--- src/rtl/ifetch_unit.sv ---
// ifetch_unit: instruction-fetch stage of the multi-cycle CPU.
// Owns the program counter and presents it to a combinational instruction
// memory. After a programmable settle time it captures the returned word
// into the instruction register and pulses ins_valid for one cycle.
// It also selects the next PC for the controller: sequential, branch,
// jump or register jump.
module ifetch_unit #(
  parameter logic [31:0] TEXT_BASE  = 32'h0000_3000,
  parameter int unsigned TEXT_WORDS = 128,
  parameter int unsigned MEM_WAIT   = 0
) (
  input  logic        clk,
  input  logic        rst,
  input  logic        fetch_req,
  input  logic        pc_write,
  input  logic [1:0]  npc_sel,
  input  logic [31:0] branch_target,
  input  logic [25:0] jump_index,
  input  logic [31:0] jr_target,
  output logic [31:0] im_addr,
  input  logic [31:0] im_dout,
  output logic [31:0] ir,
  output logic [31:0] pc,
  output logic [31:0] pc_plus4,
  output logic        ins_valid,
  output logic        fetch_busy,
  output logic        addr_fault
);

  // Size of the text segment in bytes, used by the range check.
  localparam logic [31:0] TEXT_BYTES = 32'(TEXT_WORDS * 4);
  // Initial value of the wait counter; the counter is 3 bits wide
  // because MEM_WAIT only goes up to 7.
  localparam logic [2:0]  WAIT_INIT  = 3'(MEM_WAIT);

  // Encodings for the next-PC source select.
  localparam logic [1:0] NPC_SEQ    = 2'b00;
  localparam logic [1:0] NPC_BRANCH = 2'b01;
  localparam logic [1:0] NPC_JUMP   = 2'b10;
  localparam logic [1:0] NPC_JR     = 2'b11;

  typedef enum logic [1:0] {
    IDLE = 2'b00,
    WAIT = 2'b01,
    DONE = 2'b10
  } state_t;

  state_t      state;
  logic [2:0]  wait_cnt;
  logic [31:0] pc_q;
  logic [31:0] ir_q;
  logic        fault_q;

  logic [31:0] seq_pc;
  logic [31:0] jump_pc;
  logic [31:0] next_pc;
  logic        pc_load;
  logic [31:0] fetch_pc;
  logic        fetch_ok;
  logic        fetch_start;
  logic        fetch_reject;

  // A fetch address is usable when it is word aligned and lies inside the
  // text segment. The offset is computed modulo 2^32, so an address below
  // TEXT_BASE wraps to a huge offset and is rejected by the same compare.
  function automatic logic pc_legal(input logic [31:0] addr);
    logic [31:0] offset;
    offset = addr - TEXT_BASE;
    return (addr[1:0] == 2'b00) && (offset < TEXT_BYTES);
  endfunction

  // J-type target: the upper nibble comes from the sequential PC and the
  // index is shifted up by two to form a word address.
  function automatic logic [31:0] jump_addr(input logic [31:0] pc4,
                                            input logic [25:0] index);
    return {pc4[31:28], index, 2'b00};
  endfunction

  // Sequential and jump candidates come from the current PC.
  assign seq_pc  = pc_q + 32'd4;
  assign jump_pc = jump_addr(seq_pc, jump_index);

  // Next-PC multiplexer driven by the controller's select.
  always_comb begin
    next_pc = seq_pc;
    unique case (npc_sel)
      NPC_SEQ:    next_pc = seq_pc;
      NPC_BRANCH: next_pc = branch_target;
      NPC_JUMP:   next_pc = jump_pc;
      NPC_JR:     next_pc = jr_target;
      default:    next_pc = seq_pc;
    endcase
  end

  // The PC may only move while no fetch is in flight, so that im_addr
  // stays stable for the whole memory settle time.
  assign pc_load = pc_write && (state != WAIT);

  // A fetch requested in the same cycle as a PC load targets the new PC,
  // so legality is judged on the value the PC is about to take.
  assign fetch_pc = pc_load ? next_pc : pc_q;
  assign fetch_ok = pc_legal(fetch_pc);

  // Fetch requests are honoured only in IDLE and only while no fault is
  // latched; a latched fault freezes the fetch path until reset.
  assign fetch_start  = (state == IDLE) && fetch_req && !fault_q && fetch_ok;
  assign fetch_reject = (state == IDLE) && fetch_req && !fault_q && !fetch_ok;

  // Program counter register.
  always_ff @(posedge clk or negedge rst) begin
    if (!rst) begin
      pc_q <= TEXT_BASE;
    end else if (pc_load) begin
      pc_q <= next_pc;
    end
  end

  // Fetch sequencer: start, settle countdown, IR capture, valid cycle.
  // The sticky fault flag and the IR are updated here as well.
  always_ff @(posedge clk or negedge rst) begin
    if (!rst) begin
      state    <= IDLE;
      wait_cnt <= 3'd0;
      ir_q     <= 32'd0;
      fault_q  <= 1'b0;
    end else begin
      unique case (state)
        IDLE: begin
          if (fetch_start) begin
            state    <= WAIT;
            wait_cnt <= WAIT_INIT;
          end else if (fetch_reject) begin
            fault_q <= 1'b1;
          end
        end
        WAIT: begin
          if (wait_cnt != 3'd0) begin
            wait_cnt <= wait_cnt - 3'd1;
          end else begin
            ir_q  <= im_dout;
            state <= DONE;
          end
        end
        DONE: begin
          // Requests seen here are dropped; the controller asks again
          // once the unit is back in IDLE.
          state <= IDLE;
        end
        default: begin
          state    <= IDLE;
          wait_cnt <= 3'd0;
        end
      endcase
    end
  end

  assign im_addr    = pc_q;
  assign pc         = pc_q;
  assign pc_plus4   = seq_pc;
  assign ir         = ir_q;
  assign ins_valid  = (state == DONE);
  assign fetch_busy = (state != IDLE);
  assign addr_fault = fault_q;

endmodule
--- config.mk ---
export PLATFORM = sky130hd
export DESIGN_NAME = ifetch_unit
export DESIGN_NICKNAME = d
export VERILOG_FILES = /design/src/rtl/ifetch_unit.sv
export SDC_FILE = /design/constraint.sdc
export NUM_CORES = 1
export LEC_CHECK = 0
export CORE_MARGIN = 4
export CORE_UTILIZATION = 41
export DETAILED_ROUTE_END_ITERATION = 16
export PLACE_DENSITY = 0.79
export SLEW_MARGIN = 20
export SYNTH_ARGS = -nofsm -noshare
export SYNTH_HDL_FRONTEND = slang
export SYNTH_SLANG_ARGS = --single-unit
export TNS_END_PERCENT = 1
--- constraint.sdc ---
create_clock -name clk -period 4.13 [get_ports clk]
set_input_delay 0.826 -clock clk [delete_from_list [all_inputs] [get_ports clk]]
set_output_delay 0.826 -clock clk [all_outputs]
set_load 0.02 [all_outputs]
Yosys cells after proc, flatten, opt, wreduce, memory -nomap -nowiden
Index checks and enable logic that the tools add are counted.

word-level totals
  register bits after elaboration = 70
  input port bits = 128
  logic and storage cells = 46

cells by class
  add/sub/neg operators = 3
  $lt $le $gt $ge = 1
  eq/ne operators = 9
  multiplexer cells = 8
  bitwise operators = 3
  reductions and logical operators = 17

operators by type and width
  kind                                                                     count
  32-bit case mux with 4 select lines                                      1
  32-bit by 3-bit adder with 32-bit output, second input constant          1
  32-bit by 10-bit < comparator with 1-bit output, second input constant   1
  32-bit two-way mux                                                       1
  32-bit by 14-bit subtractor with 32-bit output, second input constant    1
  3-bit case mux with 3 select lines                                       1
  2-bit equality test, second input constant                               3
  1-bit logical AND                                                        6
  2-bit logical NOT                                                        3
  3-bit two-way mux                                                        2
  2-bit inequality test, second input constant                             3
  3-bit AND reduction                                                      2
  2-bit by 1-bit equality test with 1-bit output, second input constant    2
  2-bit two-way mux                                                        2
  2-bit case mux with 2 select lines                                       1
  2-bit AND reduction                                                      2
  1-bit inverter                                                           3
  3-bit nonzero test                                                       1
  3-bit by 1-bit subtractor with 3-bit output, second input constant       1
  1-bit logical NOT                                                        2
  2-bit by 1-bit inequality test with 1-bit output, second input constant  1
  2-bit nonzero test                                                       1

Longest topological paths before layout
  depth in word-level cells = 9
  gate-level depth with buffers = 11
  depth with buffers taken out = 9

Worst setup path after synthesis
Ideal clock, no wire load.

  kind = flip-flop to output port
  from = register pc_q[13] (netlist: im_addr[13])
  to = output port pc_plus4[30]
  data arrival time = 2.450 ns
  data required time = 3.304 ns
  slack = 0.854 ns
  cell stages (with the launch flop) = 7
  buffers on the path = 2
  cell sequence = dfstp_2 > buf_2 > nand4_1 > or4_1 > clkbuf_1 > or3_1 > xnor2_1

on the way
  word-level cells in the longest chain between the ends = 1

ends and longest elaborated chain
  element                                   RTL line  text
  start: declaration                        50        logic [31:0] pc_q;
  start signal: assignment                  114       pc_q <= next_pc;
  32-bit by 3-bit adder with 32-bit output  80        assign seq_pc = pc_q + 32'd4;
  end: declaration                          24        output logic [31:0] pc_plus4,

Every way passes these cells.

Final worst setup path
  from = register pc_q[5] (netlist: im_addr[5])
  to = output port pc_plus4[25]

Same word-level chain as after synthesis.

==> impl_results.md <==
* Slew Limit Fails at 0
* Syn_nets at 656
* Largest fanout on the critical path at 16
* Die Area at 14000 µm²
* CP Data Arrival Time at 3.15 ns
* Min-Delay Path Depth at 1
* Register area share after synthesis at 35.3%
* Status: finished clean
* Clock Skew at 0.00923 ns
* Resize count post-CTS at 0
* Drt pass-1 iters at 5
* Vias in the first global route at 5295
* Final setup viols at 0
* CTS tree: yes
* Layout cells sized above 1 at 12.9%
* Rel. slew slack at 39.8%
* RSZ-0062 raised after global routing: no
* Post-CTS setup buffers at 0
* CTS Buffer Depth at 2
* CP Class: reg -> out
* Clock root buffer: clkbuf_16
* Ys flop type: dfrtp_1
* Horiz. Die Dim at 118 µm
* Startpoint Class: flop
* Area Overhead vs Synth at 56.0%
* Crit path time final at 3.97 ns
* Yosys cell types at 63
* Vias at 5023
* Met1 Usage GRT at 28.7%
* Starting DRT DRC Count at 386
* Reg2reg start: im_addr[5]
* Clk slew on worst S/H paths at 0.06 ns
* Avg Vias per Cell at 5.68
* Avg Cell Area, Syn at 9.48 µm²
* Cell taking the most area after synthesis: dfrtp_1
* Core Area at 11700 µm²
* Final Hold Fails at 0
* Core Rows at 39
* Nets at 868
* YS warnings at 0
* Mapped Cells at 525
* Total track usage at 25.1%
* GRT met3 Usage at 10.2%
* Multi-input logic area at 2770 µm²
* Die Height at 118 µm
* Synthesized area at 4970 µm²
* Number of fill cells at 951
* Residual DRC at 0
* Initial antenna violation count at 0
* CTS Buf Count at 9
* GR Layer Usage met2 at 43.9%
* Worst r2r path cells at 8
* Leakage at 3.10 nW
* Boundary Pins at 259
* GRT busiest layer: met2
* Worst path required time at 3.30 ns
* Cell area after layout at 7760 µm²
* Hold path startpoint: ir[16]
* PwrDens at 360 nW/µm²
* Gr ovfl total at 0
* Ratio of final minimum period to clock period at 96.2%
* Synth async-reset ratio at 100%
* Final GP Congestion at 0.936
* Setup_tns at 0 ns
* Worst-Margin Slew at 0.904 ns
* H-tree Lvls at 3
* Power Total at 2.79 mW
* WHS at 0.502 ns
* R2r endpoint: wait_cnt[2]
* F_max at 252 MHz
* Min-Delay Path Class: reg -> reg
* Antenna diode count at 0
* Peak supply drop at 0.252 mV
* Clock latency on the worst-skew pair at 0.34 ns
* Antenna viol nets, final at 0
* First-pass GRT wire length at 28.5 mm
* Drt wl/cell at 20.4 µm
* Max cap viols at 0
* Sequential Area at 1750 µm²
* Largest net degree at the start of global routing at 71
* Detailed Route WL at 18.1 mm
* DP HPWL at 14.1 mm
* Hold buffer count at CTS at 0
* Dpl cell area at 7440 µm²
* Area fraction of the dominant cell type after synthesis at 34.2%
* Post-route core utilization at 66.5%
* Synth top cells by count: dfrtp_1 (68), mux2_2 (44), nand2_1 (43)
* WHS Endpoint: ir[16]
* Initial Utilization at 42.7%
* EDFF count, synth at 0
* Count leader, synth: dfrtp_1
* Clk sink count at 70
* Setup slack, reg-to-reg at 0.61 ns
* IO buf count at 258
* Area contributors post-synth: dfrtp_1 (34%), mux2_2 (10%), buf_4 (5.1%)
* #FFs+latches synth at 70
* Worst setup EP type: output port
==> placed cells by master, fill, tap and decap left out, types with 11 or more instances in the layout <==
master / count
inv_1: 16
mux2i_1: 21
nor4_1: 13
nor3_1: 18
nand2_1: 43
buf_4: 13
clkdlybuf4s50_1: 255
xnor2_1: 18
nor2_1: 31
nand3_1: 18
dfrtp_1: 68
mux2_2: 44
nand4_1: 11
==> final cells by class <==
type | instances | share of cell area (%)
Clock buffer | 12 | 3.18
Inverter | 16 | 0.774
Sequential cell | 70 | 22.6
Timing Repair Buffer | 271 | 34.5
Clock inverter | 4 | 0.903
Tap cell | 143 | 2.31
Multi-Input combinational cell | 369 | 35.7
==> where the power goes <==
group / internal (mW) / total (mW) / switching, mW
registers: 0.753 / 0.888 / 0.135
clock network: 0.544 / 0.843 / 0.299
logic: 0.543 / 1.06 / 0.517
total: 1.84 / 2.79 / 0.951
==> cell families after synthesis <==
group                    share of synthesized area, %
AO/OA/AOI/OAI                                    12.5
multiplexers                                     17.7
buffers and inverters                            9.26
adder cells (fa/ha/maj)                         0.755
XOR/XNOR                                         4.93
AND/OR/NAND/NOR                                  19.6
flip-flops                                       35.3
==> per-layer routing <==
layer | vias to the layer above | routed length [µm]
met1 | 2390 | 6820
li1 | 2321 | -
met2 | 280 | 8990
met5 | - | 0
met3 | 32 | 1980
met4 | 0 | 312
==> critical path: stages (launching register included) <==
cell and delay [ns]:
dfrtp_1 0.55, nand4_4 0.28, or3_1 0.59, or4_1 0.57, xnor2_1 0.17, clkdlybuf4s50_1 0.65
==> sequential cells by signal, summed over array words and instances, names as in the netlist <==
name and flops:
addr_fault 1, im_addr 32, ir 32, state 2, wait_cnt 3
==> worst max-delay path by stage <==
stage	endpoint	from	cells past startpoint	slack, ns
floorplan	pc_plus4[30]	im_addr[13]	6	0.85
detailed placement	wait_cnt[2]	npc_sel[0]	9	0.40
global placement	wait_cnt[2]	npc_sel[0]	9	0.53
global route	pc_plus4[29]	im_addr[5]	5	0.04
CTS	pc_plus4[30]	im_addr[5]	5	0.12
finish	pc_plus4[25]	im_addr[5]	5	0.16
==> metrics by stage <==
step,cells,worst slack [ns]
floorplan,525,0.854
CTS,885,0.122
finish,885,0.157
global placement,869,0.533
detailed placement,869,0.402
global route,885,0.0404
No activity file was read; power rests on OpenSTA's default activity.
